--- config.mk ---
export PLATFORM = sky130hd
export DESIGN_NAME = seq_detect_param
export DESIGN_NICKNAME = d
export VERILOG_FILES = /design/src/rtl/seq_detect_param.sv
export SDC_FILE = /design/constraint.sdc
export NUM_CORES = 1
export LEC_CHECK = 0
export CORE_ASPECT_RATIO = 0.7
export CORE_MARGIN = 2
export CORE_UTILIZATION = 53
export CTS_CLUSTER_SIZE = 25
export DETAILED_ROUTE_END_ITERATION = 8
export PLACE_DENSITY = 0.85
export SLEW_MARGIN = 30
export SYNTH_ARGS = -nofsm -noshare
export SYNTH_HDL_FRONTEND = slang
export SYNTH_SLANG_ARGS = --single-unit
--- constraint.sdc ---
create_clock -name clk -period 3.2 [get_ports clk]
set_clock_uncertainty 0.05 [all_clocks]
set_input_delay 0.48 -clock clk [delete_from_list [all_inputs] [get_ports clk]]
set_output_delay 0.48 -clock clk [all_outputs]
set_load 0.02 [all_outputs]
--- src/rtl/seq_detect_param.sv ---
// seq_detect_param: runtime-programmable serial pattern detector (pattern, length, overlap mode).
// Latency: dout is combinational in the cycle the last pattern bit arrives; dout_q follows one clock later.
// Backpressure: none; din is sampled only when din_valid is high, and idle cycles stall the history.
module seq_detect_param #(
  parameter int MAX_LEN = 8,
  parameter int CNT_W   = 8,
  parameter int LW      = $clog2(MAX_LEN + 1)
) (
  input  logic               clk,
  input  logic               reset_n,
  input  logic               cfg_load,
  input  logic [MAX_LEN-1:0] cfg_pattern,
  input  logic [LW-1:0]      cfg_len,
  input  logic               cfg_overlap,
  input  logic               din_valid,
  input  logic               din,
  output logic               dout,
  output logic               dout_q,
  output logic [CNT_W-1:0]   match_count,
  output logic               cfg_err,
  output logic               armed
);

  typedef enum logic [1:0] {
    IDLE = 2'd0,
    RUN  = 2'd1,
    ERR  = 2'd2
  } state_e;

  localparam logic [LW-1:0] FILL_MAX = LW'(MAX_LEN);

  // Control state and latched configuration
  state_e             state_q;
  logic [MAX_LEN-1:0] pat_q;
  logic [LW-1:0]      len_q;
  logic               ovl_q;
  logic               armed_q;
  logic               cfg_err_q;

  // Stream history: newest bit in hist_q[0]; fill_q counts bits usable for the next match
  logic [MAX_LEN-1:0] hist_q;
  logic [MAX_LEN-1:0] hist_d;
  logic [LW-1:0]      fill_q;
  logic [LW-1:0]      fill_d;
  logic [CNT_W-1:0]   cnt_q;
  logic [CNT_W-1:0]   cnt_d;

  // Match evaluation
  logic               cfg_legal;
  logic               accept;
  logic               fill_ok;
  logic               pat_hit;
  logic               cnt_sat;
  logic [LW:0]        fill_p1;
  logic [MAX_LEN-1:0] len_mask;
  logic [MAX_LEN-1:0] window;

  // The oldest history bit is shifted out before it could ever be compared: the
  // incoming din always supplies the final pattern bit, so at most MAX_LEN-1
  // stored bits take part in a match.
  logic               hist_msb_unused;
  assign hist_msb_unused = hist_q[MAX_LEN-1];

  assign cfg_legal = (cfg_len != '0) && (cfg_len <= FILL_MAX);

  // A bit is consumed only while running; a load in the same cycle wins over data
  assign accept = (state_q == RUN) && din_valid && !cfg_load;

  // Enough history once the stored bits plus the incoming one cover the pattern
  assign fill_p1 = {1'b0, fill_q} + (LW + 1)'(1);
  assign fill_ok = fill_p1 >= {1'b0, len_q};

  // Candidate window: stored history with the incoming bit appended as the newest
  assign window = {hist_q[MAX_LEN-2:0], din};

  // Mask selecting the low len_q pattern bits; upper pattern bits are ignored
  always_comb begin
    len_mask = '0;
    for (int i = 0; i < MAX_LEN; i++) begin
      len_mask[i] = (i < int'(len_q));
    end
  end

  assign pat_hit = ((window ^ pat_q) & len_mask) == '0;

  assign dout    = accept && fill_ok && pat_hit;
  assign cnt_sat = &cnt_q;

  // Next history, fill level and counter for a load, an accepted bit, or a hold
  always_comb begin
    hist_d = hist_q;
    fill_d = fill_q;
    cnt_d  = cnt_q;
    if (cfg_load) begin
      hist_d = '0;
      fill_d = '0;
      cnt_d  = '0;
    end else if (accept) begin
      hist_d = {hist_q[MAX_LEN-2:0], din};
      if (dout && !ovl_q) begin
        // Non-overlapping: bits that formed this match cannot seed the next one
        fill_d = '0;
      end else if (fill_q != FILL_MAX) begin
        fill_d = fill_q + LW'(1);
      end
      if (dout && !cnt_sat) begin
        cnt_d = cnt_q + CNT_W'(1);
      end
    end
  end

  // Control FSM: a load selects RUN or ERR and latches the configuration
  always_ff @(posedge clk or negedge reset_n) begin
    if (!reset_n) begin
      state_q   <= IDLE;
      pat_q     <= '0;
      len_q     <= '0;
      ovl_q     <= 1'b0;
      armed_q   <= 1'b0;
      cfg_err_q <= 1'b0;
    end else if (cfg_load) begin
      pat_q <= cfg_pattern;
      len_q <= cfg_len;
      ovl_q <= cfg_overlap;
      if (cfg_legal) begin
        state_q   <= RUN;
        armed_q   <= 1'b1;
        cfg_err_q <= 1'b0;
      end else begin
        state_q   <= ERR;
        armed_q   <= 1'b0;
        cfg_err_q <= 1'b1;
      end
    end
  end

  // History, fill, counter and registered match; dout is low during a load so dout_q clears too
  always_ff @(posedge clk or negedge reset_n) begin
    if (!reset_n) begin
      hist_q <= '0;
      fill_q <= '0;
      cnt_q  <= '0;
      dout_q <= 1'b0;
    end else begin
      hist_q <= hist_d;
      fill_q <= fill_d;
      cnt_q  <= cnt_d;
      dout_q <= dout;
    end
  end

  assign match_count = cnt_q;
  assign armed       = armed_q;
  assign cfg_err     = cfg_err_q;

endmodule

# ---- Word level (Yosys, flattened, before mapping)
# Index checks and enable logic that the tools add are counted.
# Widths: inputs -> output; s select.
dict set report word_totals {
  regBits 37
  input_bits 18
  out_inout_bits 12
  word_cells 57
}
dict set report op_classes {
  addsub 3
  n_lt_le_gt_ge 10
  n_eq_ne 2
  n_mux 12
  bitwise 2
  reduce_logical 18
}
# cell count
set op_table {}
lappend op_table {{$mux 8} 3}
lappend op_table {{$lt 3x4->1 const A} 4}
lappend op_table {{$mux 4} 4}
lappend op_table {{$mux 7} 2}
lappend op_table {{$add 8x1->8 const B} 1}
lappend op_table {{$and 8x8->8} 1}
lappend op_table {{$logic_not 8->1} 1}
lappend op_table {{$lt 1x4->1 const A} 2}
lappend op_table {{$lt 2x4->1 const A} 2}
lappend op_table {{$reduce_and 8->1} 1}
lappend op_table {{$xor 8x8->8} 1}
lappend op_table {{$logic_and 1x1->1} 7}
lappend op_table {{$add 4x1->5 const B} 1}
lappend op_table {{$ge 5x4->1} 1}
lappend op_table {{$add 4x1->4 const B} 1}
lappend op_table {{$le 4x4->1 const B} 1}
lappend op_table {{$ne 4x4->1 const B} 1}
lappend op_table {{$reduce_and 2->1} 2}
lappend op_table {{$reduce_bool 2->1} 2}
lappend op_table {{$reduce_bool 4->1} 1}
lappend op_table {{$logic_not 1->1} 3}
lappend op_table {{$reduce_bool 3->1} 1}
lappend op_table {{$eq 2x1->1 const B} 1}
lappend op_table {{$mux 1} 2}
lappend op_table {{$mux 2} 1}

# ---- Depth between registers and ports, before layout
# Gate-level depths: netlist of run 1.
dict set report depth {
  ltp_word 9
  ltp_mapped 10
}

# ---- Worst setup path after synthesis of run 1
# No wires, ideal clock.
dict set report synth_path {
  path_kind {register to output}
  from {register fill_q[2]}
  to {output dout}
  arrival_ns 2.009
  required_time_ns 2.670
  slack_ns 0.661
  stages_incl_launch_ff 9
  n_path_buf 1
  path_cell_list {dfrtp_1 > clkbuf_1 > nand3_1 > xnor2_1 > ha_1 > o21ai_0 > o21a_1 > or4_1 > inv_2}
}
dict set report synth_between {
  elab_chain_cells 4
}
# item line
set synth_lines {}
lappend synth_lines {{start, declared} 43} ;# logic [LW-1:0] fill_q;
lappend synth_lines {{start signal, assigned} 146} ;# fill_q <= fill_d;
lappend synth_lines {{$add 4x1->5} 70} ;# assign fill_p1 = {1'b0, fill_q} + (LW + 1)'(1);
lappend synth_lines {{$ge 5x4->1} 71} ;# assign fill_ok = fill_p1 >= {1'b0, len_q};
lappend synth_lines {{$logic_and 1x1->1 (2 in a row)} 86} ;# assign dout = accept && fill_ok && pat_hit;
lappend synth_lines {{end, declared} 17} ;# output logic dout,
# No other way between the ends.

# ---- Worst setup path in the final report of run 1
dict set report layout_path {
  from {register fill_q[1]}
  to {output dout}
}
# The elaborated chain is that of the path after synthesis.

==> impl_metrics.ini, run 1 <==
[run_status]
status = finished clean

[power]
internal_power_w = 0.0006847
leakage_nw = 0.9742
clockPowerShare = 0.323
power_w = 0.0009205
power_frac_seq = 0.526
power_switching_w = 0.0002358
combPwrFrac = 0.151
powerDensity_nw_per_um2 = 405.1
ir_worst_vdd_v = 0.0003237
swShare = 0.2562

[critical_path]
crit_type = reg2out
crit_path_max_incr_delay_ns = 0.56
crit_fanout = 4
endpoint_kind = output port
cp.arrival_ns = 2.56
worstPathRequired_ns = 2.67
cp-start-kind = flip-flop
worstPathCellList = ha_1 > xor2_1 > ha_1 > o21ai_1 > o21a_1 > or4_4 > inv_2 > clkdlybuf4s15_2
regToRegSetupSlack_ns = 0.74
critPathMostFrequentCell = ha_1
cpMaxStageDelayCell = or4_4

[drt]
routedWlPerCell_um = 14.65
drc = 0
ant_nets = 0
drt_wl_total_um = 3868
vias = 1524
drt_pass1_iterations = 4
vias_per_cell = 5.773
drt_iter0_markers = 77

[clocking]
clkTransAtPathRegs_ns = 0.07
cts_tree = built
numCtsBuffers = 5
cts.path.max_buffers = 2
clock-sinks = 35
cts_root_buffer = clkbuf_8
clkLatencyLatePin_ns = 0.28
ctsHtreeMaxLevel = 2

[final_layout]
synthToLayoutAreaGrowth_pct = 23.45
final_nets = 241
layout-drive-gt1-share = 0.1060
final_cells = 264
antenna-diode-count = 0

[placement]
place_inst = 255
place.gp.congestion = 0.8421
place_hpwl_um = 2784
portBuffers = 29

[grt]
grt_pass1_vias = 1367
antenna_found_initial = 0
grt_overflow_total = 0
grt_usage = 0.2188
grt_max_degree = 38
grt_pass1_wl_um = 6375

[timing]
slew-limit-headroom = 0.5748
min_period_ns = 3.089
rsz0062_at_grt = no
maxSlewViolCount = 0
report.final.hold_viol_count = 0
post-route-period-util = 0.9653
fmax_mhz = 323.8
setup_viol = 0
tightestPinTransition_ns = 0.6355

[hold_path]
hp-class = reg2reg

[synth]
synthFlopType = dfrtp_1
synthCells = 183
avgSynthCellArea_um2 = 10.06
yosysSeqAreaShare = 0.4759
yosys_warnings = 0
netlist_area_um2 = 1841
synth-async-reset-ratio = 1.000
synth_edf_count = 0
syn_nets = 208
ys_ff_latch = 35
synth_cell_types = 40

[die]
rows = 17
num_io_pins = 30
die_x_um = 74.44
start_util = 0.5693
coreArea_um2 = 3233
dieArea_um2 = 3968
die_h_um = 53.31

[run]
maxCapViolCount = 0
flip-flops by register name, summed over array words and instances (netlist names):
signal       count
len_q            4
match_count      8
state_q          2
ovl_q            1
dout_q           1
pat_q            8
hist_q           7
fill_q           4
stage by stage:
stage	instance area, µm²	util	TNS, ns	setup slack [ns]	hold slack [ns]
floorplan	1841	-	0	0.6612	0.1344
global placement	2178	0.6738	0	0.09070	0.4503
detailed placement	2178	0.6738	-0.03842	-0.03842	0.4650
CTS	2265	0.7005	0	0.04614	0.4804
global route	2272	0.7028	0	0.03909	0.4997
finish	2272	0.7028	0	0.1112	0.4763
area by class of cell:
cell class | count | area, µm²
clock buffers | 7 | 76.32
flip-flops and latches | 35 | 875.8
repair buffers | 33 | 321.6
multi-input cells | 132 | 900.9
well taps | 47 | 58.81
inverters | 9 | 33.78
clock inverters | 1 | 5.005
fillers | 255 | 960.9
worst max-delay path: cells and delay by family (launching register included):
kind            cells  cell delay (ns)
simple gates        1             0.56
fa+ha+maj           2             0.52
flops               1             0.41
buf+inv             2             0.32
compound gates      2             0.30
xor+xnor            1             0.16
layout by cell type (no fill, tap or decap), types with 2 or more instances in the layout:
cell,instances
dfrtp_1,35
o31ai_1,3
mux2i_1,2
o21a_1,4
a31oi_1,2
buf_4,4
nor2_1,5
xnor2_1,4
or4_1,2
or3_1,2
nand3_1,7
mux2_2,7
o21ai_0,7
a211oi_1,2
o211ai_1,2
clkbuf_8,5
nand2_1,25
nand3b_1,2
o21ai_1,4
inv_1,8
nand4_1,2
a21oi_1,12
ha_1,7
clkbuf_1,2
mux2_1,3
xor2_1,10
nor3_1,4
clkdlybuf4s50_1,28
per-layer routing:
layer	vias to the layer above	share of wire	track usage
li1	713	-	-
met3	7	0.065	0.05714
met4	0	0.013	0.07440
met5	-	0	0
met1	743	0.45	0.2931
met2	61	0.48	0.3451
worst paths after layout:
kind,to,startpoint,depth (start not counted)
min in group asynchronous,pat_q[0],reset_n,2
setup reg to reg,fill_q[2],fill_q[1],8
max in group asynchronous,len_q[2],reset_n,2
hold reg to reg,pat_q[7],pat_q[7],1
hold / removal,pat_q[7],pat_q[7],1
setup / recovery,dout,fill_q[1],8
Yosys cell counts, types with 3 or more instances:
| library cell | instances | share of area |
|---|---|---|
| o21ai_1 | 3 | 0.0082 |
| mux2_2 | 7 | 0.043 |
| nand2_1 | 25 | 0.051 |
| nor2_1 | 5 | 0.010 |
| o21ai_0 | 8 | 0.022 |
| xnor2_1 | 4 | 0.019 |
| or4_1 | 3 | 0.012 |
| inv_1 | 8 | 0.016 |
| o31ai_1 | 3 | 0.012 |
| mux2_1 | 3 | 0.018 |
| xor2_1 | 10 | 0.048 |
| ha_1 | 7 | 0.048 |
| nor3_1 | 4 | 0.011 |
| a21oi_1 | 12 | 0.033 |
| nand3_1 | 7 | 0.019 |
| clkbuf_1 | 6 | 0.012 |
| o21a_1 | 4 | 0.016 |
| dfrtp_1 | 35 | 0.48 |
power by group through the flow:
stage	sequential, W	combinational (W)	clock, W
3_5_place_dp	0.000492	0.000135	0
3_3_place_gp	0.000491	0.000128	0
4_1_cts	0.000484	0.000137	0.000309
5_1_grt	0.000487	0.000152	0.000329
6_report	0.000484	0.000139	0.000298
2_1_floorplan	0.000490	0.0000750	0
cell families after synthesis:
kind of cell | count (synthesis) | share of synthesized area
AO/OA/AOI/OAI | 44 | 0.1530
AND/OR/NAND/NOR | 55 | 0.1482
buffers and inverters | 16 | 0.03671
adder cells (fa/ha/maj) | 7 | 0.04758
XOR/XNOR | 14 | 0.06662
multiplexers | 12 | 0.07206
flip-flops | 35 | 0.4759
repair_timing:
item / 4_1_cts / 5_1_grt
gates resized for setup: 4 / 1
cloned: 0 / 0
endpoints found under the setup margin: 1 / 1
hold buffers: 0 / 0
buffers inserted: 0 / 1
Note: power is estimated with default switching activity, not from simulation.
==> inputs of run 2 (changes only) <==
--- a/config.mk
+++ b/config.mk
@@ -10,6 +10,7 @@
 export CORE_UTILIZATION = 53
 export CTS_CLUSTER_SIZE = 25
 export DETAILED_ROUTE_END_ITERATION = 8
+export GPL_TIMING_DRIVEN = 0
 export PLACE_DENSITY = 0.85
 export SLEW_MARGIN = 30
 export SYNTH_ARGS = -nofsm -noshare
==> run 2 against run 1 <==
  * Register-to-register slack about the same
  * Count of clock-buffer cells in the layout grew 1
  * Combinational power hardly changed
  * Worst hold slack got worse by 0.41 ns
  * Core utilization rose by 1.4 points
  * Sequential power barely moved
  * Die area stayed put
  * Clock power rose by 16%
  * Global-route usage rose by 2.2 points
  * Critical path type unchanged
  * Critical endpoint unchanged
  * Highest routed layer unchanged
==> impl_metrics.ini, run 2 (synthesis gave the netlist of run 1 again) <==
[run_status]
status = finished clean

[final_layout]
layout_commonest_cell = dfrtp_1
final_util = 0.7163
fillCellCount = 248
layout-drive-gt1-share = 0.1091
synthToLayoutAreaGrowth_pct = 25.83
final_cell_mix = dfrtp_1 (35), clkdlybuf4s50_1 (27), nand2_1 (25)
final_nets = 244
antenna-diode-count = 0
final_area_um2 = 2316

[timing]
slew-limit-headroom = 0.5929
setup_slack_ns = 0.1068
tightestPinTransition_ns = 0.6083
rsz0062_at_grt = no
post-route-period-util = 0.9666
min_period_ns = 3.093
maxSlewViolCount = 0
setup_viol = 0
fmax_mhz = 323.3
report.final.hold_viol_count = 0

[grt]
grt_max_degree = 21
grt_overflow_total = 0
grt_usage = 0.2405
grt_pass1_vias = 1524
antenna_found_initial = 0
grt_pass1_wl_um = 6934

[power]
combPwrFrac = 0.143
ir_worst_vdd_v = 0.0003134
leakage_nw = 0.9856
power_switching_w = 0.0002426
swShare = 0.2498
internal_power_w = 0.0007285
powerDensity_nw_per_um2 = 419.3
power_frac_seq = 0.499
clockPowerShare = 0.358

[die]
dieArea_um2 = 3968
start_util = 0.5693
die_h_um = 53.31
num_io_pins = 30
rows = 17
die_x_um = 74.44
coreArea_um2 = 3233

[clocking]
numCtsBuffers = 5
clock-sinks = 35
ctsHtreeMaxLevel = 2
clkTransAtPathRegs_ns = 0.06
cts.path.max_buffers = 2
cts_tree = built
clkLatencyLatePin_ns = 0.29
cts_root_buffer = clkbuf_8

[drt]
vias = 1506
ant_nets = 0
drt_pass1_iterations = 4
drc = 0
drt_iter0_markers = 73
drt_wl_total_um = 4054
routedWlPerCell_um = 15.18
vias_per_cell = 5.640

[critical_path]
cp-start-kind = flip-flop
crit_path_max_incr_delay_ns = 0.56
cpLargestDelayFamily = simple AND/OR/NAND/NOR gates
cpMaxStageDelayCell = or4_4
worstPathRequired_ns = 2.67
crit_type = reg2out
endpoint_kind = output port
crit_fanout = 4
critPathBufInv = 2
worstReg2RegStart = fill_q[0]
cp.arrival_ns = 2.56
critPathLaunch = fill_q[0]
worstPathCellList = ha_2 > xor2_1 > ha_1 > o21ai_0 > o21a_1 > or4_4 > inv_2 > clkdlybuf4s15_2

[placement]
place_hpwl_um = 3049
place.gp.congestion = 0.8938
dpl_cell_area_um2 = 2212
portBuffers = 29
place_ws_ns = -0.04239

[run]
maxCapViolCount = 0

[hold_path]
hp-class = in2async
run 2: cell count changes in the layout (fill, tap and decap cells not counted), sizes merged:
cell,delta
clkdlybuf4s50,-1
buf,-1
clkinv,-1
clkbuf,+6
run 2: metal layers:
metal,global-route usage,part of all wire
met1,0.3096,0.46
met2,0.3864,0.48
met3,0.08571,0.054
met4,0.06250,0.0089
met5,0,0
run 2: per-stage QoR:
stage,total power [W],setup TNS [ns],hold slack (ns),std cells
finish,0.0009710,0,0.06263,267
global route,0.001020,0,0.08835,267
CTS,0.0009788,0,0.07387,267
detailed placement,0.0006290,-0.04239,0.3843,260
global placement,0.0006184,-0.01374,0.4509,259
floorplan,0.0005655,0,0.1344,183
run 2: final cells by class:
| type | instances | area, µm² | area share |
|---|---|---|---|
| plain buffers | 6 | 30.03 | 0.01297 |
| clock buffers | 8 | 100.1 | 0.04322 |
| inverters | 9 | 33.78 | 0.01459 |
| multi-input cells | 132 | 903.4 | 0.3901 |
| flip-flops and latches | 35 | 875.8 | 0.3782 |
| well taps | 47 | 58.81 | 0.02539 |
| repair buffers | 30 | 314.1 | 0.1356 |
run 2: final timing paths:
check                           slack (ns)         to  cells past startpoint
worst max-delay path                  0.11       dout                      8
worst min-delay path                  0.06  fill_q[3]                      1
worst max register to register        0.73  fill_q[2]                      8
worst min register to register        0.47   pat_q[6]                      1
max in group asynchronous             2.61   pat_q[2]                      2
min in group clk                      0.47   pat_q[6]                      1
run 2: power by group through the flow:
stage                     Sequential, W  Clock (W)  Combinational, W
after floorplan                0.000490          0         0.0000750
after global placement         0.000491          0          0.000128
after detailed placement       0.000492          0          0.000137
after CTS                      0.000484   0.000356          0.000139
after global routing           0.000487   0.000378          0.000155
final                          0.000485   0.000347          0.000139
run 2: repair_timing:
item	4_1_cts	5_1_grt
hold buffers	0	0
setup buffers	0	0
endpoints found under the setup margin	1	1
cloned	0	0
resized for setup	3	2
==> inputs of run 3 (changes only) <==
--- a/config.mk
+++ b/config.mk
@@ -5,7 +5,6 @@
 export SDC_FILE = /design/constraint.sdc
 export NUM_CORES = 1
 export LEC_CHECK = 0
-export CORE_ASPECT_RATIO = 0.7
 export CORE_MARGIN = 2
 export CORE_UTILIZATION = 53
 export CTS_CLUSTER_SIZE = 25
==> run 3 against run 2 <==
  * Register-to-register slack better by 0.08 ns
  * Routed wire length shrank 9.2%
  * Power is 7.7% lower
==> impl_metrics.ini, run 3 (synthesis gave the netlist of run 1 again) <==
[grt]
grt_pass1_wl_um = 6472
grt_max_degree = 21
grt_overflow_total = 0
grt_usage = 0.2120
grt_pass1_vias = 1438
antenna_found_initial = 0

[final_layout]
synthToLayoutAreaGrowth_pct = 25.56
antenna-diode-count = 0
final_cell_mix = dfrtp_1 (34), clkdlybuf4s50_1 (27), nand2_1 (25)
layout_commonest_cell = dfrtp_1
final_util = 0.6925
final_nets = 246
layout-drive-gt1-share = 0.1216
multiInputGateArea_um2 = 915.9
seqCellArea_um2 = 877.1
final_area_um2 = 2311
fillCellCount = 281
final_cells = 268

[power]
ir_worst_vdd_v = 0.0002936
leakage_nw = 0.9836
powerDensity_nw_per_um2 = 387.8
power_w = 0.0008962

[clocking]
cts_root_buffer = clkbuf_4
clock-sinks = 35
clkTransAtPathRegs_ns = 0.10
cts_tree = built
numCtsBuffers = 5
cts.path.max_buffers = 2
ctsHtreeMaxLevel = 2
clkLatencyLatePin_ns = 0.35

[timing]
rsz0062_at_grt = no
tns_ns = 0
fmax_mhz = 331.9
min_period_ns = 3.013
tightestPinTransition_ns = 0.5945
slew-limit-headroom = 0.6022
report.final.hold_viol_count = 0
setup_viol = 0
post-route-period-util = 0.9415
maxSlewViolCount = 0

[critical_path]
cpMaxStageDelayCell = or4_4
crit_path_max_incr_delay_ns = 0.55
crit_type = reg2out
cp-start-kind = flip-flop
endpoint_kind = output port
worstPathCellList = ha_2 > xor2_1 > ha_1 > o21ai_0 > o21a_1 > or4_4 > inv_2 > buf_4
cp.arrival_ns = 2.48
crit_fanout = 4
worstPathRequired_ns = 2.67

[placement]
place.gp.congestion = 0.8302
place_hpwl_um = 2823
dpl_cell_area_um2 = 2211
place_inst = 259
portBuffers = 29

[die]
coreArea_um2 = 3337
die_x_um = 62.93
start_util = 0.5516
dieArea_um2 = 3960
num_io_pins = 30
die_h_um = 62.93
rows = 21

[run]
maxCapViolCount = 0

[run_status]
status = finished clean

[drt]
vias = 1527
drt_iter0_markers = 85
vias_per_cell = 5.698
ant_nets = 0
drt_wl_total_um = 3683
drc = 0
routedWlPerCell_um = 13.74
drt_pass1_iterations = 4

[hold_path]
hp-class = reg2reg
run 3: where the power goes:
group	internal (W)	leakage (nW)	total, W	switching (W)
Sequential	0.000463	0.454	0.000485	0.0000224
Combinational	0.0000715	0.491	0.000138	0.0000665
Clock	0.000129	0.0386	0.000273	0.000144
Total	0.000663	0.984	0.000896	0.000233
run 3: critical path, delay by kind of cell, from the launching register on:
| kind | cells | cell delay [ns] |
|---|---|---|
| compound gates | 2 | 0.30 |
| buf+inv | 2 | 0.20 |
| flops | 1 | 0.44 |
| fa+ha+maj | 2 | 0.49 |
| simple gates | 1 | 0.55 |
| xor+xnor | 1 | 0.15 |
run 3: repair_timing:
item,4_1_cts,5_1_grt
setup buffers,1,0
endpoints found under the setup margin,1,1
hold endpoints to repair,13,0
hold buffers,1,0
resized for setup,4,5
run 3: final timing paths:
path | start | depth (start not counted) | to | slack (ns)
hold / removal | state_q[1] | 1 | state_q[1] | 0.48
setup reg to reg | fill_q[0] | 8 | fill_q[2] | 0.81
max in group asynchronous | reset_n | 3 | pat_q[0] | 2.13
setup / recovery | fill_q[0] | 8 | dout | 0.19
min in group asynchronous | reset_n | 2 | fill_q[0] | 0.53
hold reg to reg | state_q[1] | 1 | state_q[1] | 0.48
run 3: final cells by class:
class                      instances  share of cell area
clock buffer                       8             0.02978
multi-input combinational        132              0.3963
inverter                           9             0.01462
buffer                             6             0.01299
sequential                        35              0.3795
tap                               46             0.02491
timing repair buffer              32              0.1419
run 3: stage by stage:
step / hold WS, ns / setup WS [ns]
after CTS: 0.4809 / 0.01778
after detailed placement: 0.3761 / -0.06531
after global placement: 0.4520 / 0.005467
after floorplan: 0.1344 / 0.6612
final: 0.4822 / 0.1873
after global routing: 0.5133 / 0.02270
run 3: per-layer routing:
layer | GRT usage | up-vias | wire length (µm)
met5 | 0 | - | 0
met4 | 0.08611 | 0 | 54
met3 | 0.07027 | 5 | 220
met2 | 0.3364 | 40 | 1838
met1 | 0.2660 | 749 | 1570
li1 | - | 733 | -
